`src/rtl/uart_tx_arbiter_if.sv`:
```
// -----------------------------------------------------------------------------
// uart_tx_arbiter_if
// Bundles the requester byte streams and the UART transmitter handshake shared
// by uart_tx_arbiter.
//   master : requester/transmitter side (drives req_*, tx_busy)
//   slave  : arbiter side (drives req_ready, tx_data, tx_flag, grant_*)
// Signals:
//   req_valid[NUM_REQ]    per-requester byte available
//   req_data[8*NUM_REQ]   requester i byte at [8i+7:8i]
//   req_last[NUM_REQ]     final byte of packet, qualified by req_valid
//   req_ready[NUM_REQ]    one-hot one-cycle accept pulse
//   tx_data[8]            byte to transmitter, held until next load
//   tx_flag               one-cycle transmitter start pulse
//   tx_busy               transmitter shifting a frame
//   grant_active          packet grant held
//   grant_id[ID_W]        granted requester index
// -----------------------------------------------------------------------------
interface uart_tx_arbiter_if #(
  parameter int NUM_REQ = 4,
  parameter int ID_W    = 4
);
  logic [NUM_REQ-1:0]   req_valid;
  logic [8*NUM_REQ-1:0] req_data;
  logic [NUM_REQ-1:0]   req_last;
  logic [NUM_REQ-1:0]   req_ready;
  logic [7:0]           tx_data;
  logic                 tx_flag;
  logic                 tx_busy;
  logic                 grant_active;
  logic [ID_W-1:0]      grant_id;

  modport master (
    output req_valid, req_data, req_last, tx_busy,
    input  req_ready, tx_data, tx_flag, grant_active, grant_id
  );

  modport slave (
    input  req_valid, req_data, req_last, tx_busy,
    output req_ready, tx_data, tx_flag, grant_active, grant_id
  );
endinterface

```
`src/rtl/uart_tx_arbiter.sv`:
```
// -----------------------------------------------------------------------------
// uart_tx_arbiter
// Round-robin arbiter and byte sequencer sharing one UART transmitter among
// NUM_REQ byte-stream requesters. A grant is held for a whole packet (until the
// byte flagged req_last has been sent), so packets never interleave. One byte
// is handed to the transmitter per tx_flag pulse, paced by tx_busy.
// Ports:
//   clk    system clock
//   rst_n  asynchronous active-low reset
//   bus    uart_tx_arbiter_if.slave (requester streams + transmitter handshake)
// Optional build macro UART_ARB_ID_HDR_EN: every packet is preceded by a header
// byte {4'hA, grant_id[3:0]} that the requester never sees accepted.
// -----------------------------------------------------------------------------
module uart_tx_arbiter #(
  parameter int NUM_REQ  = 4,
  parameter int ID_W     = 4,
  parameter int START_TO = 16
) (
  input  logic               clk,
  input  logic               rst_n,
  uart_tx_arbiter_if.slave   bus
);

  localparam int IDX_W = (NUM_REQ > 1) ? $clog2(NUM_REQ) : 1;
  localparam int CNT_W = $clog2(START_TO + 1);

  typedef enum logic [2:0] {
    IDLE,
    LOAD,
    SEND,
    WAIT_BUSY,
    WAIT_DONE
`ifdef UART_ARB_ID_HDR_EN
    , HDR
`endif
  } state_e;

  state_e             state_q, state_d;
  logic [ID_W-1:0]    rr_ptr_q, rr_ptr_d;
  logic [ID_W-1:0]    grant_id_q, grant_id_d;
  logic               grant_active_q, grant_active_d;
  logic [NUM_REQ-1:0] req_ready_q, req_ready_d;
  logic [7:0]         tx_data_q, tx_data_d;
  logic               tx_flag_q, tx_flag_d;
  logic               last_q, last_d;
  logic [CNT_W-1:0]   cnt_q, cnt_d;

  logic               found;
  logic [ID_W-1:0]    pick;
  logic [IDX_W-1:0]   gid_idx;
  logic [ID_W-1:0]    rr_next;
  logic [7:0]         req_byte [NUM_REQ];
  int                 j;

  assign gid_idx = IDX_W'(grant_id_q);
  assign rr_next = (grant_id_q == ID_W'(NUM_REQ - 1)) ? '0 : grant_id_q + 1'b1;

  // Round-robin search: first valid index at or above rr_ptr, wrapping.
  always_comb begin
    found = 1'b0;
    pick  = '0;
    j     = 0;
    for (int i = 0; i < NUM_REQ; i++) begin
      j = int'(rr_ptr_q) + i;
      if (j >= NUM_REQ) j = j - NUM_REQ;
      if (!found && bus.req_valid[IDX_W'(j)]) begin
        found = 1'b1;
        pick  = ID_W'(j);
      end
    end
  end

  always_comb begin
    for (int i = 0; i < NUM_REQ; i++) req_byte[i] = bus.req_data[8*i +: 8];
  end

  always_comb begin
    // NOTE: every variable gets a default before the case so no path leaves
    // one unassigned, which would otherwise infer a latch.
    state_d        = state_q;
    rr_ptr_d       = rr_ptr_q;
    grant_id_d     = grant_id_q;
    grant_active_d = grant_active_q;
    req_ready_d    = '0;
    tx_flag_d      = 1'b0;
    tx_data_d      = tx_data_q;
    last_d         = last_q;
    cnt_d          = cnt_q;

    unique case (state_q)
      IDLE: begin
        // Never start a packet while the transmitter is still finishing a frame.
        if (found && !bus.tx_busy) begin
          grant_id_d     = pick;
          grant_active_d = 1'b1;
`ifdef UART_ARB_ID_HDR_EN
          state_d        = HDR;
`else
          state_d        = LOAD;
`endif
        end
      end
`ifdef UART_ARB_ID_HDR_EN
      HDR: begin
        tx_data_d = {4'hA, 4'(grant_id_q)};
        last_d    = 1'b0;
        state_d   = SEND;
      end
`endif
      LOAD: begin
        // The grant stays locked here until the granted requester offers a byte.
        if (bus.req_valid[gid_idx]) begin
          req_ready_d[gid_idx] = 1'b1;
          tx_data_d            = req_byte[gid_idx];
          last_d               = bus.req_last[gid_idx];
          state_d              = SEND;
        end
      end
      SEND: begin
        tx_flag_d = 1'b1;
        cnt_d     = '0;
        state_d   = WAIT_BUSY;
      end
      WAIT_BUSY: begin
        // The transmitter gets START_TO cycles, counted from the tx_flag cycle
        // through the following WAIT_DONE cycle, to raise tx_busy; otherwise
        // the byte is taken as sent.
        if (bus.tx_busy) begin
          state_d = WAIT_DONE;
        end else begin
          cnt_d = cnt_q + 1'b1;
          if (cnt_q == CNT_W'(START_TO - 2)) state_d = WAIT_DONE;
        end
      end
      WAIT_DONE: begin
        if (!bus.tx_busy) begin
          if (last_q) begin
            rr_ptr_d       = rr_next;
            grant_active_d = 1'b0;
            state_d        = IDLE;
          end else begin
            state_d = LOAD;
          end
        end
      end
      default: state_d = IDLE;
    endcase
  end

  // NOTE: sequential state uses non-blocking assignments so every flop samples
  // the pre-edge values regardless of statement order.
  always_ff @(posedge clk or negedge rst_n) begin
    if (!rst_n) begin
      state_q        <= IDLE;
      rr_ptr_q       <= '0;
      grant_id_q     <= '0;
      grant_active_q <= 1'b0;
      req_ready_q    <= '0;
      tx_data_q      <= 8'h00;
      tx_flag_q      <= 1'b0;
      last_q         <= 1'b0;
      cnt_q          <= '0;
    end else begin
      state_q        <= state_d;
      rr_ptr_q       <= rr_ptr_d;
      grant_id_q     <= grant_id_d;
      grant_active_q <= grant_active_d;
      req_ready_q    <= req_ready_d;
      tx_data_q      <= tx_data_d;
      tx_flag_q      <= tx_flag_d;
      last_q         <= last_d;
      cnt_q          <= cnt_d;
    end
  end

  assign bus.req_ready    = req_ready_q;
  assign bus.tx_data      = tx_data_q;
  assign bus.tx_flag      = tx_flag_q;
  assign bus.grant_active = grant_active_q;
  assign bus.grant_id     = grant_id_q;

endmodule

```
`src/flat_wrapper.sv`:
```
// flat-port wrapper written by rule: the top's interface ports become plain ports
module uart_tx_arbiter_flat 
#(
  parameter int NUM_REQ  = 4,
  parameter int ID_W     = 4,
  parameter int START_TO = 16
)
  (clk, rst_n, bus_req_valid, bus_req_data, bus_req_last, bus_tx_busy, bus_req_ready, bus_tx_data, bus_tx_flag, bus_grant_active, bus_grant_id);
  uart_tx_arbiter_if #(.NUM_REQ(NUM_REQ), .ID_W(ID_W)) bus_i ();
  input  logic clk;
  input  logic rst_n;
  input wire logic [$bits(bus_i.req_valid)-1:0] bus_req_valid;
  input wire logic [$bits(bus_i.req_data)-1:0] bus_req_data;
  input wire logic [$bits(bus_i.req_last)-1:0] bus_req_last;
  input wire logic [$bits(bus_i.tx_busy)-1:0] bus_tx_busy;
  output wire logic [$bits(bus_i.req_ready)-1:0] bus_req_ready;
  output wire logic [$bits(bus_i.tx_data)-1:0] bus_tx_data;
  output wire logic [$bits(bus_i.tx_flag)-1:0] bus_tx_flag;
  output wire logic [$bits(bus_i.grant_active)-1:0] bus_grant_active;
  output wire logic [$bits(bus_i.grant_id)-1:0] bus_grant_id;
  assign bus_i.req_valid = bus_req_valid;
  assign bus_i.req_data = bus_req_data;
  assign bus_i.req_last = bus_req_last;
  assign bus_i.tx_busy = bus_tx_busy;
  assign bus_req_ready = bus_i.req_ready;
  assign bus_tx_data = bus_i.tx_data;
  assign bus_tx_flag = bus_i.tx_flag;
  assign bus_grant_active = bus_i.grant_active;
  assign bus_grant_id = bus_i.grant_id;
  uart_tx_arbiter #(.NUM_REQ(NUM_REQ), .ID_W(ID_W), .START_TO(START_TO)) u_core (.clk(clk), .rst_n(rst_n), .bus(bus_i));
endmodule
```
`config.mk`:
```
export PLATFORM = sky130hd
export DESIGN_NAME = uart_tx_arbiter_flat
export DESIGN_NICKNAME = d
export VERILOG_FILES = /design/src/rtl/uart_tx_arbiter_if.sv /design/src/rtl/uart_tx_arbiter.sv /design/src/flat_wrapper.sv
export SDC_FILE = /design/constraint.sdc
export NUM_CORES = 1
export LEC_CHECK = 0
export ABC_AREA = 1
export BUFFER_PORTS_ARGS = -buffer_cell sky130_fd_sc_hd__buf_2
export CELL_PAD_IN_SITES_DETAIL_PLACEMENT = 0
export CELL_PAD_IN_SITES_GLOBAL_PLACEMENT = 1
export CORE_MARGIN = 10
export CORE_UTILIZATION = 40
export DETAILED_ROUTE_END_ITERATION = 6
export PLACE_DENSITY = 0.95
export SLEW_MARGIN = 20
export SYNTH_ARGS = -nofsm -noshare
export SYNTH_HDL_FRONTEND = slang
export SYNTH_SLANG_ARGS = --single-unit
```
`constraint.sdc`:
```
create_clock -name clk -period 4.09 [get_ports clk]
set_clock_uncertainty 0.2 [all_clocks]
set_input_delay 0.818 -clock clk [delete_from_list [all_inputs] [get_ports clk]]
set_output_delay 0.818 -clock clk [all_outputs]
set_load 0.01 [all_outputs]
```
==> flow_metrics.py <==
metrics = {
    "drt": {
        "routed_wirelength_mm": 5.97,
        "detailroute.via_count": 2305,
        "routed_wire_length_per_instance_um": 12.9,
        "detailedRoute.firstIterationViolations": 122,
        "vias_per_cell": 4.99,
        "drc": 0,
        "route.antenna.remaining_nets": 0,
        "drt-pass1-iter-count": 4,
    },
    "floorplanning": {
        "initial_utilization": 0.420,
        "rows": 27,
        "placeableCoreArea_mm2": 0.00564,
        "top_level_ports": 61,
        "floorplan.die_area_mm2": 0.00941,
        "fp.dieH_um": 97.0,
        "die-width_um": 97.0,
    },
    "finish": {
        "final_design_area_no_fill_mm2": 0.00281,
        "stdcell_count": 462,
        "layout_common_cells": "74 x sky130_fd_sc_hd__nand2_1, 60 x sky130_fd_sc_hd__buf_2, 44 x sky130_fd_sc_hd__nor2_1",
        "layout_commonest_cell": "sky130_fd_sc_hd__nand2_1",
        "nFillCells": 548,
        "diodes": 0,
        "finish.net_count": 450,
        "area.sequential_um2": 776,
        "synthToLayoutAreaGrowth_pct": 18.4,
        "final_layout_size_suffix_gt1_frac": 0.251,
        "multi_input_comb_area_mm2": 0.00137,
    },
    "yosys": {
        "synth.mux.area_fraction": 0.0443,
        "mappedNetlistArea_mm2": 0.00237,
        "synth_seq_area_share": 0.327,
        "number_of_distinct_standard_cells_referenced_by_the_synthesized_netlist": 29,
        "synth_fp_nets": 392,
        "number_of_synthesized_register_bits": 31,
        "synth_warnings": 0,
        "synth_top_family_by_area": "simple AND/OR/NAND/NOR gates",
        "synth_xor_xnor_area_share": 0.0111,
        "synth-simple-area-share": 0.317,
        "synthesis.area_per_instance_um2": 7.17,
        "cells_after_synthesis": 331,
        "synth_compound_area_frac": 0.109,
        "post_synth_fa_ha_maj_area_fraction": 0.0949,
    },
    "timing": {
        "setup_violations": 0,
        "achievable-frequency_mhz": 383,
        "worst_slew_slack_as_a_fraction_of_its_limit": 0.435,
        "max_transition_viols_final": 0,
        "rsz0062_at_grt": "false",
        "period_share": 0.639,
        "finalHoldViolations": 0,
        "tns_ns": 0,
        "fin_crit_ns": 2.61,
        "slew_at_the_pin_closest_to_its_max_slew_limit_ns": 0.848,
        "worst_slack_ns": 1.48,
    },
    "critical_path": {
        "max_stage_delay_ns": 0.90,
        "critPathMaxFanout": 29,
        "worstSetupPathType": "flop to flop",
        "setup.worst_path.start_class": "flop",
        "cp_data_required_time_ns": 4.06,
        "end_kind": "flop",
        "cp_cell_sequence": "clkinv_1, o21ai_0, o22ai_1, mux2_2",
        "cpMaxStageDelayCell": "sky130_fd_sc_hd__dfrtp_1",
        "worst-endpoint-arrival_ns": 2.58,
    },
    "cts": {
        "worst_setup_hold_path_clk_slew_ns": 0.07,
        "tritoncts_num_sinks": 31,
        "cts.repair_timing.setup_buffer_count": 0,
        "cts_made_buffers": 5,
        "tritoncts": "done",
        "post_cts.resized_instances": 0,
        "cts.root.buffer_cell": "sky130_fd_sc_hd__clkbuf_8",
        "hold_buffer_count_at_cts": 0,
        "htree_levels": 2,
        "cts_buffer_depth": 2,
        "insertion_delay_ns": 0.29,
    },
    "pwr": {
        "irDropWorstVdd_mv": 0.365,
        "power.leakage_nw": 1.52,
        "pwr_density_cell_mw_per_mm2": 787,
    },
    "global_routing": {
        "largest_net_degree_at_the_start_of_global_routing": 32,
        "grt_remaining_overflow": 0,
        "grt_first_pass_wirelength_mm": 9.86,
        "antenna_found_initial": 0,
        "grt_pass1_vias": 2230,
        "globalRouteTotalUtil": 0.121,
    },
    "placement": {
        "gp_congestion": 0.816,
        "post_dp_hpwl_mm": 4.68,
        "worst_setup_timing_slack_at_the_placement_stage_ns": 1.48,
        "place.detailed.instances": 454,
        "postPlaceCellArea_mm2": 0.00270,
        "place.port_buffers": 60,
    },
    "run": {
        "maxCapViolCount": 0,
    },
    "run_status": {
        "status": "finished clean",
    },
    "hold_path": {
        "class_of_the_tightest_hold_or_removal_check": "flop to flop",
    },
}
-- synth_stat cells, drive strengths merged --
library cell,instances,share of area
a21oi,7,0.015
buf,5,0.018
clkbuf,4,0.0063
clkinv,1,0.0016
dfrtp,31,0.33
ha,18,0.095
inv,44,0.071
mux2,8,0.044
nand2,79,0.13
nand3,30,0.070
nand3b,1,0.0032
nand4,2,0.0053
nor2,48,0.080
nor3,7,0.026
o21ai,32,0.068
o22ai,10,0.026
or2,1,0.0026
xnor2,1,0.0037
xor2,2,0.0074
-- worst paths after layout --
check                                        start                       to  slack (ns)  depth (start not counted)
min reg2reg                u_core.bus.grant_active  u_core.bus.grant_active        0.27                          2
max reg2reg                 u_core.bus.grant_id[0]    u_core.bus.tx_data[4]        1.48                          4
min                        u_core.bus.grant_active  u_core.bus.grant_active        0.27                          2
max in group asynchronous                    rst_n       u_core.rr_ptr_q[0]        2.83                          1
min in group asynchronous                    rst_n  u_core.bus.grant_active        0.39                          1
max                         u_core.bus.grant_id[0]    u_core.bus.tx_data[4]        1.48                          4
-- layer usage --
| metal | vias to the layer above | GRT usage | routed length, um |
|---|---|---|---|
| met3 | 7 | 0.0461 | 493 |
| met1 | 1039 | 0.155 | 2780 |
| li1 | 1186 | - | - |
| met5 | - | 0 | 0 |
| met4 | 0 | 0.0203 | 31 |
| met2 | 73 | 0.190 | 2670 |
-- logic make-up (layout without fill, tap and decap cells) --
family                   after synthesis  count (layout)
AO/OA/AOI/OAI                         49              49
XOR/XNOR                               3               3
multiplexers                           8               8
buffers and inverters                 54             113
adder cells (fa/ha/maj)               18              18
AND/OR/NAND/NOR                      168             168
flip-flops                            31              31
-- final cells by class --
cell class / instances / share of cell area
Timing Repair Buffer: 60 / 0.107
Sequential cell: 31 / 0.276
Clock inverter: 1 / 0.00267
Clock buffer: 7 / 0.0343
Multi-Input combinational cell: 246 / 0.487
Inverter: 45 / 0.0611
Tap cell: 72 / 0.0321
-- where the power goes --
group	internal (mW)	total [mW]	switching [mW]	leakage [nW]
clock network	0.153	0.278	0.125	0.0505
registers	0.434	0.621	0.187	0.391
logic	0.529	1.31	0.782	1.08
-- metrics by stage --
stage	hold slack (ns)	power, mW	util
2_1_floorplan	0.290	1.65	-
3_3_place_gp	0.253	1.92	0.479
3_5_place_dp	0.264	1.95	0.479
4_1_cts	0.281	2.23	0.498
5_1_grt	0.313	2.47	0.498
6_report	0.270	2.21	0.498
-- sequential cells by signal, indices dropped and copies added, names as in the netlist --
| register | flops |
|---|---|
| u_core.bus.grant_active | 1 |
| u_core.bus.grant_id | 4 |
| u_core.bus.req_ready | 4 |
| u_core.bus.tx_data | 8 |
| u_core.bus.tx_flag | 1 |
| u_core.cnt_q | 5 |
| u_core.last_q | 1 |
| u_core.rr_ptr_q | 4 |
| u_core.state_q | 3 |
-- worst max-delay path, delay by kind of cell (launching register included) --
kind	cells	cell delay, ns
buffers and inverters	1	0.68
flip-flops	1	0.90
multiplexers	1	0.26
AO/OA/AOI/OAI	2	0.46
(Power assumes the default switching activity.)
